$ cat src/rtl/cpu_pkg.sv
// Shared CPU definitions: opcode encodings, PSR flag indices and decode classes.
// Imported by the ALU, the decoder and the writeback stage.
package cpu_pkg;

    localparam int unsigned FLAG_W = 5;

    // PSR / ALU flag bit positions
    localparam int unsigned Z = 4;
    localparam int unsigned C = 3;
    localparam int unsigned F = 2;
    localparam int unsigned N = 1;
    localparam int unsigned L = 0;

    // opcode[15:12]
    localparam logic [3:0] R_TO_R = 4'b0000;
    localparam logic [3:0] ANDI   = 4'b0001;
    localparam logic [3:0] ORI    = 4'b0010;
    localparam logic [3:0] XORI   = 4'b0011;
    localparam logic [3:0] ADDI   = 4'b0101;
    localparam logic [3:0] ADDUI  = 4'b0110;
    localparam logic [3:0] ADDCI  = 4'b0111;
    localparam logic [3:0] SHIFT  = 4'b1000;
    localparam logic [3:0] SUBI   = 4'b1001;
    localparam logic [3:0] SUBCI  = 4'b1010;
    localparam logic [3:0] CMPI   = 4'b1011;
    localparam logic [3:0] MOVI   = 4'b1101;
    localparam logic [3:0] MULI   = 4'b1110;
    localparam logic [3:0] LUI    = 4'b1111;

    // opcode[7:4] within R_TO_R
    localparam logic [3:0] AND    = 4'b0001;
    localparam logic [3:0] OR     = 4'b0010;
    localparam logic [3:0] XOR    = 4'b0011;
    localparam logic [3:0] ADD    = 4'b0101;
    localparam logic [3:0] ADDU   = 4'b0110;
    localparam logic [3:0] ADDC   = 4'b0111;
    localparam logic [3:0] SUB    = 4'b1001;
    localparam logic [3:0] SUBC   = 4'b1010;
    localparam logic [3:0] CMP    = 4'b1011;
    localparam logic [3:0] MOV    = 4'b1101;
    localparam logic [3:0] MUL    = 4'b1110;

    // opcode[7:4] within SHIFT
    localparam logic [3:0] LLSHI  = 4'b0000;
    localparam logic [3:0] LRSHI  = 4'b0001;
    localparam logic [3:0] ALSHI  = 4'b0010;
    localparam logic [3:0] ARSHI  = 4'b0011;
    localparam logic [3:0] LSH    = 4'b0100;
    localparam logic [3:0] ASH    = 4'b0110;

    typedef enum logic [1:0] {
        ClsArith,
        ClsCmp,
        ClsPlain,
        ClsIllegal
    } op_class_e;

    localparam logic [FLAG_W-1:0] MASK_ARITH = FLAG_W'((1 << C) | (1 << F));
    localparam logic [FLAG_W-1:0] MASK_CMP   = FLAG_W'((1 << L) | (1 << N) | (1 << Z));

    function automatic logic [FLAG_W-1:0] class_mask(op_class_e cls);
        logic [FLAG_W-1:0] mask;
        mask = '0;
        if (cls == ClsArith) begin
            mask = MASK_ARITH;
        end else if (cls == ClsCmp) begin
            mask = MASK_CMP;
        end
        return mask;
    endfunction

    function automatic logic class_writes(op_class_e cls);
        return (cls == ClsArith) || (cls == ClsPlain);
    endfunction

endpackage

$ cat src/rtl/wb_decode.sv
// Combinational opcode decode for writeback: PSR update mask, register write
// enable and undefined-opcode detection. Shared with the decoder stage.
module wb_decode
    import cpu_pkg::*;
(
    input  logic [15:0]       opcode,
    output logic [FLAG_W-1:0] flag_mask,
    output logic              wr_en,
    output logic              illegal
);

    op_class_e w_class;
    logic [3:0] w_hi;
    logic [3:0] w_lo;

    assign w_hi = opcode[15:12];
    assign w_lo = opcode[7:4];

    always_comb begin
        w_class = ClsIllegal;
        case (w_hi)
            R_TO_R: begin
                case (w_lo)
                    ADD, ADDC, SUB, SUBC:          w_class = ClsArith;
                    CMP:                           w_class = ClsCmp;
                    ADDU, MUL, AND, OR, XOR, MOV:  w_class = ClsPlain;
                    default:                       w_class = ClsIllegal;
                endcase
            end
            SHIFT: begin
                case (w_lo)
                    LLSHI, LRSHI, ALSHI, ARSHI, LSH, ASH: w_class = ClsPlain;
                    default:                              w_class = ClsIllegal;
                endcase
            end
            ADDI, ADDCI, SUBI, SUBCI:                   w_class = ClsArith;
            CMPI:                                       w_class = ClsCmp;
            ANDI, ORI, XORI, ADDUI, MOVI, MULI, LUI:    w_class = ClsPlain;
            default:                                    w_class = ClsIllegal;
        endcase
    end

    assign flag_mask = class_mask(w_class);
    assign wr_en     = class_writes(w_class);
    assign illegal   = (w_class == ClsIllegal);

endmodule

$ cat src/rtl/psr_writeback.sv
// Execute-to-writeback stage: PSR register, one-entry register-file write
// buffer with valid/ready handshake, illegal pulse and retired counter.
module psr_writeback
    import cpu_pkg::*;
#(
    parameter int unsigned RET_W = 16
) (
    input  logic              clk,
    input  logic              reset_n,
    input  logic              in_valid,
    output logic              in_ready,
    input  logic [15:0]       opcode,
    input  logic [15:0]       alu_out,
    input  logic [FLAG_W-1:0] alu_flags,
    input  logic              psr_load,
    input  logic [FLAG_W-1:0] psr_wdata,
    output logic [FLAG_W-1:0] psr,
    output logic              carry_out,
    output logic              wb_valid,
    input  logic              wb_ready,
    output logic [3:0]        wb_addr,
    output logic [15:0]       wb_data,
    output logic              illegal,
    output logic [RET_W-1:0]  retired
);

    logic              w_accept;
    logic              w_wb_done;
    logic              w_wr_en;
    logic              w_dec_illegal;
    logic [FLAG_W-1:0] w_dec_mask;
    logic [FLAG_W-1:0] w_upd_mask;
    logic [FLAG_W-1:0] w_psr_base;
    logic [FLAG_W-1:0] w_psr_d;

    logic              w_wb_valid_d;
    logic [3:0]        w_wb_addr_d;
    logic [15:0]       w_wb_data_d;

    logic [FLAG_W-1:0] r_psr;
    logic              r_wb_valid;
    logic [3:0]        r_wb_addr;
    logic [15:0]       r_wb_data;
    logic              r_illegal;
    logic [RET_W-1:0]  r_retired;

    wb_decode u_wb_decode (
        .opcode    (opcode),
        .flag_mask (w_dec_mask),
        .wr_en     (w_wr_en),
        .illegal   (w_dec_illegal)
    );

    assign in_ready  = !r_wb_valid || wb_ready;
    assign w_accept  = in_valid && in_ready;
    assign w_wb_done = r_wb_valid && wb_ready;

    // Masking by AND keeps unmasked (possibly X) ALU flags out of the PSR;
    // the instruction's masked bits override a same-cycle software write.
    always_comb begin
        w_upd_mask = w_accept ? w_dec_mask : '0;
        w_psr_base = psr_load ? psr_wdata : r_psr;
        w_psr_d    = (w_psr_base & ~w_upd_mask) | (alu_flags & w_upd_mask);
    end

    always_comb begin
        w_wb_valid_d = r_wb_valid;
        w_wb_addr_d  = r_wb_addr;
        w_wb_data_d  = r_wb_data;
        if (w_accept && w_wr_en) begin
            w_wb_valid_d = 1'b1;
            w_wb_addr_d  = opcode[11:8];
            w_wb_data_d  = alu_out;
        end else if (w_wb_done) begin
            w_wb_valid_d = 1'b0;
        end
    end

    always_ff @(posedge clk or negedge reset_n) begin
        if (!reset_n) begin
            r_psr      <= '0;
            r_wb_valid <= 1'b0;
            r_wb_addr  <= '0;
            r_wb_data  <= '0;
            r_illegal  <= 1'b0;
            r_retired  <= '0;
        end else begin
            r_psr      <= w_psr_d;
            r_wb_valid <= w_wb_valid_d;
            r_wb_addr  <= w_wb_addr_d;
            r_wb_data  <= w_wb_data_d;
            r_illegal  <= w_accept && w_dec_illegal;
            if (w_accept) begin
                r_retired <= r_retired + RET_W'(1);
            end
        end
    end

    assign psr       = r_psr;
    assign carry_out = r_psr[C];
    assign wb_valid  = r_wb_valid;
    assign wb_addr   = r_wb_addr;
    assign wb_data   = r_wb_data;
    assign illegal   = r_illegal;
    assign retired   = r_retired;

endmodule

$ cat config.mk
export PLATFORM = sky130hd
export DESIGN_NAME = psr_writeback
export DESIGN_NICKNAME = d
export VERILOG_FILES = /design/src/rtl/cpu_pkg.sv /design/src/rtl/wb_decode.sv /design/src/rtl/psr_writeback.sv
export SDC_FILE = /design/constraint.sdc
export NUM_CORES = 1
export LEC_CHECK = 0
export BUFFER_PORTS_ARGS = -buffer_cell sky130_fd_sc_hd__clkbuf_2
export CELL_PAD_IN_SITES_DETAIL_PLACEMENT = 0
export CELL_PAD_IN_SITES_GLOBAL_PLACEMENT = 1
export CORE_AREA = 2 2 92 94
export CTS_BUF_LIST = sky130_fd_sc_hd__clkbuf_16
export CTS_CLUSTER_SIZE = 12
export DETAILED_ROUTE_END_ITERATION = 16
export DIE_AREA = 0 0 94 96
export GPL_ROUTABILITY_DRIVEN = 0
export PLACE_DENSITY_LB_ADDON = 0.1
export SLEW_MARGIN = 5
export SYNTH_ARGS = -nofsm -noshare
export SYNTH_HDL_FRONTEND = slang
export SYNTH_SLANG_ARGS = --single-unit
$ cat constraint.sdc
create_clock -name clk -period 1.8 [get_ports clk]
set_input_delay 0.36 -clock clk [delete_from_list [all_inputs] [get_ports clk]]
set_output_delay 0.36 -clock clk [all_outputs]
set_load 0.02 [all_outputs]
==> flow_summary.ini, run 1 <==
[floorplanning]
die_area_mm2 = 0.00902
die_y_um = 96
core_area_mm2 = 0.00805
placementRows = 33
initial_utilization_pct = 24.3
die_w_um = 94
ios = 92

[power]
ir_drop_mv = 0.516
p_leak_uw = 0.00155
power.density_mw_per_mm2 = 1090

[yosys]
synth.area.top_cells = dfrtp_1 55%, mux2_2 16%, xnor2_1 4.5%
netlist_area_mm2 = 0.00195
synth_nets = 203
syn_area_per_cell_um2 = 13.0
ys_seq_area_share_pct = 55.1
synth_flop_cell = dfrtp_1
synth_top_area_cell = dfrtp_1
synth_cell_types = 32
yosys_warnings = 0
synth_edf_count = 0
synthArstFlopShare_pct = 100
synth_seq_cells = 43
netlist.area_leader.share_pct = 55.1
synthCells = 150

[finish]
mostFrequentLayoutCell = clkbuf_2
final_util_pct = 37.9
fill_cells = 816
num_antenna_cells = 0
multi_input_area_mm2 = 0.00103
fin_cells = 364
drive_gt1_share_pct = 59.8
layout_common_cells = 85 x clkbuf_2, 43 x dfrtp_1, 24 x mux2_4
layout-area-overhead-vs-synth_pct = 56.3
regArea_mm2 = 0.00108
fin_nets = 311

[placed_design]
preCtsSetupSlack_ns = -0.774
io_buffers = 87
dp_hpwl_um = 3520
dp.cells = 355

[setup_path]
cp_max_fo = 3
cp_data_arrival_time_ns = 2.28
worst-setup-path-type = in2reg
required_ns = 1.97
startpoint_type = input port
critPathCaptureType = flip-flop

[timing]
setup_slack_ns = -0.316
relSlewSlack_pct = 79.1
finalMaxSlewViolations = 0
hold_viol_final = 0
worst_slew_pin_slew_ns = 0.314
setup_tns_ns = -6.18
fin_crit_sh_pct = 118
period_needed_ns = 2.12
setup_violations = 25
fin_worst_skew_ns = 0.00384
rsz0062_at_grt = yes
fmax_mhz = 473

[flow_run]
cap_violations = 0

[detailed_routing]
wirelength_um = 4660
drt_iter0_markers = 17
firstDrtPassIters = 4
vias = 1496
viasPerCell = 4.11
wl_per_cell_um = 12.8
ant_nets = 0
drc_errors = 0

[global_route]
grt_overflow = 0
track_usage_pct = 10.5
grt_pass1_vias = 1501
grt_pass1_wl_um = 7360
busiest_layer = met2
use_met2_pct = 17.6
grt_util_met3_pct = 2.43
antenna_found_initial = 0
grt_start_max_net_pins = 44
grt_use_met1_pct = 13.2

[worst_hold_path]
hold_path_class = in2async

[clock_tree]
cts_tree = yes
clock_sinks = 43
cts_max_level = 2
clockBufferDepth = 2
path_clk_slew_ns = 0.06
numCtsBuffers = 5
root_buffer = clkbuf_16
insertion_delay_ns = 0.28

[outcome]
violations = setup timing
status = complete, but fails checks
==> power by group <==
part / leakage [uW] / switching, uW / total, uW / internal (uW)
registers: 0.000527 / 150 / 1310 / 1160
logic: 0.000945 / 533 / 1010 / 482
clock network: 0.0000812 / 358 / 1000 / 647
total: 0.00155 / 1040 / 3320 / 2280
==> Yosys cell counts (2+ instances only) <==
master / n
mux2_1: 3
and3_1: 2
buf_2: 2
nor2_1: 8
dfrtp_1: 43
xor2_1: 6
ha_1: 6
nand3_1: 6
xnor2_1: 10
nand2_1: 11
inv_1: 2
nor3_1: 2
mux2_2: 28
nand4_1: 3
==> cells by family (layout without fill, tap and decap cells) <==
kind of cell | Yosys count | after routing | synth area share, %
AOI/OAI and AO/OA | 6 | 6 | 3.14
xor gates and xnor gates | 16 | 16 | 7.17
adders and majority gates | 6 | 6 | 3.84
buffers and inverters | 5 | 114 | 1.28
DFF | 43 | 43 | 55.1
muxes | 31 | 31 | 17.9
and+or+nand+nor | 43 | 43 | 11.7
==> per-layer routing <==
metal / wire [um] / vias to the layer above
met1: 2130 / 702
met2: 2180 / 50
li1: - / 740
met5: 0 / -
met4: 72 / 0
met3: 273 / 4
==> metrics by stage <==
stage | total power [uW] | hold WS, ns | cell area (um2)
2_1_floorplan | 1920 | 0.0644 | 2120
3_3_place_gp | 2330 | 0.369 | 2800
3_5_place_dp | 2330 | 0.369 | 2800
4_1_cts | 3390 | 0.0687 | 3070
5_1_grt | 3510 | 0.0722 | 3050
6_report | 3320 | 0.0466 | 3050
==> critical path, stage by stage <==
cell and delay, ns:
clkbuf_16 0.14, ha_4 0.14, or4_4 0.54, a221oi_4 0.31, a2111oi_4 0.07, or3b_4 0.42
mux2_4 0.31
==> layout make-up <==
type	instances	area share [%]
Clock inverter	3	1.27
Clock buffer	5	4.10
Multi-Input combinational cell	102	33.7
Timing Repair Buffer	104	20.7
Sequential cell	43	35.2
Tap cell	105	4.30
Inverter	2	0.737
==> final timing paths <==
kind,startpoint,to,slack [ns],depth (start not counted)
setup / recovery,opcode[5],flip-flop,-0.32,7
hold / removal,reset_n,wb_data[4],0.05,2
setup reg to reg,wb_valid,flip-flop,0.16,4
hold reg to reg,retired[15],retired[15],0.47,1
max in group asynchronous,reset_n,retired[0],1.53,2
min in group clk,alu_out[6],wb_data[6],0.31,2
==> what timing repair did <==
action,in CTS,in global routing
endpoints found under the setup margin,26,27
gates resized for setup,16,0
hold buffers,0,0
setup buffers,2,1
pin swaps,3,1
Note: power is estimated with default switching activity, not from simulation.
==> run 2, diff against run 1 <==
- RECOVER_POWER: not set -> 50
==> run 2 against run 1 <==
  * The flow still finishes with violations (setup timing)
  * Non-clock buffer count is the same
  * Fmax unchanged
  * Power decreased by 0.40%
  * Final cell count stayed put
  * Sequential power is essentially flat
  * Clock power about the same
  * Global-route usage did not move
  * First-iteration DRC count is the same
  * Flip-flop and latch count is the same
  * Via count hardly changed
  * Worst hold slack improved by 0.26 ns
  * Utilization down 0.31 points
  * Critical path type unchanged
==> flow_summary.ini, run 2 (synthesized netlist as in run 1, its figures left out) <==
[clock_tree]
root_buffer = clkbuf_16
cts_tree = yes
cts_max_level = 2
ctsHoldBuffers = 0
path_clk_slew_ns = 0.06
clockBufferDepth = 2
numCtsBuffers = 5
insertion_delay_ns = 0.28
clock_sinks = 43

[setup_path]
rrSetupSlack_ns = 0.16
rr_worst_depth = 4
worst-setup-path-type = in2reg
startpoint_type = input port
cp_cell_sequence = clkbuf_16, ha_4, or4_4, a221oi_4, a2111oi_4, or3b_4, mux2_4
required_ns = 1.97
worstSetupStartpoint = opcode[5]
cp_max_fo = 3
critPathCaptureType = flip-flop
max_stage_delay_ns = 0.54
crit_path_top_delay_cell = or4_4
cp_data_arrival_time_ns = 2.28
r2r-start = wb_valid

[power]
ir_drop_mv = 0.516
power.density_mw_per_mm2 = 1090
p_leak_uw = 0.00152
power.total_uw = 3310

[floorplanning]
die_y_um = 96
initial_utilization_pct = 24.3
die_w_um = 94
placementRows = 33
ios = 92
die_area_mm2 = 0.00902
core_area_mm2 = 0.00805

[detailed_routing]
viasPerCell = 4.11
drc_errors = 0
wl_per_cell_um = 12.8
firstDrtPassIters = 4
drt_iter0_markers = 17
vias = 1497
ant_nets = 0
wirelength_um = 4670

[timing]
fin_crit_sh_pct = 118
setup_violations = 25
setup_slack_ns = -0.316
worst_slew_pin_slew_ns = 1.07
setup_tns_ns = -6.18
hold_viol_final = 0
finalMaxSlewViolations = 0
fin_worst_skew_ns = 0.00384
rsz0062_at_grt = yes
period_needed_ns = 2.12
fmax_mhz = 473
relSlewSlack_pct = 28.4

[finish]
mostFrequentLayoutCell = clkbuf_2
num_antenna_cells = 0
drive_gt1_share_pct = 56.8
final_util_pct = 37.6
fin_cells = 364
fin_nets = 311
layout_common_cells = 78 x clkbuf_2, 43 x dfrtp_1, 24 x mux2_4
layout-area-overhead-vs-synth_pct = 55.0

[placed_design]
dp.cells = 355
preCtsSetupSlack_ns = -0.774
io_buffers = 87
dp_hpwl_um = 3520

[worst_hold_path]
min_from = alu_out[6]
worstHoldEndpoint = wb_data[6]
worstHoldPathCells = 2
hold_path_class = in2reg

[outcome]
status = complete, but fails checks
violations = setup timing

[global_route]
grt_overflow = 0
antenna_found_initial = 0
grt_pass1_vias = 1501
track_usage_pct = 10.5
grt_start_max_net_pins = 44
grt_pass1_wl_um = 7360

[flow_run]
cap_violations = 0
[run 2: what timing repair did]
item                       in CTS  in global routing
setup endpoints to repair      26                 27
cloned                          0                  0
pin swaps                       3                  1
buffers inserted                2                  1
gates resized for setup        16                  0
[run 2: worst max-delay path by stage]
stage          cells past startpoint   endpoint  slack [ns]
5_1_grt                            8  flip-flop       -0.36
3_3_place_gp                       8  flip-flop       -0.76
4_1_cts                            7  flip-flop       -0.34
3_5_place_dp                       8  flip-flop       -0.77
6_report                           7  flip-flop       -0.32
2_1_floorplan                      7  flip-flop       -0.47
[run 2: where the power goes]
group / switching (uW) / leakage [uW] / total [uW] / internal, uW
logic: 533 / 0.000915 / 1000 / 469
registers: 149 / 0.000527 / 1310 / 1160
clock network: 358 / 0.0000812 / 1000 / 647
total: 1040 / 0.00152 / 3310 / 2270
[run 2: through the flow]
step	instance area (um2)	hold slack, ns
4_1_cts	3070	0.0687
2_1_floorplan	2120	0.0644
6_report	3030	0.310
3_5_place_dp	2800	0.369
3_3_place_gp	2800	0.369
5_1_grt	3030	0.305
[run 2: critical path: cells and delay by family]
family                   cells  cell delay, ns
AO/OA/AOI/OAI                2            0.38
multiplexers                 1            0.31
buffers and inverters        1            0.14
adder cells (fa/ha/maj)      1            0.14
AND/OR/NAND/NOR              2            0.96
[run 2: final cells by class]
type,count,area [um2]
clock buffers,5,125
clock inverters,3,38.8
fillers,823,5020
inverters,2,22.5
multi-input cells,102,1030
flip-flops and latches,43,1080
well taps,105,131
repair buffers,104,607
[run 2: per-layer routing]
layer	global-route usage, %	wire length (um)
met1	13.2	2140
met2	17.6	2180
met3	2.43	272
met4	3.99	72
met5	0	0
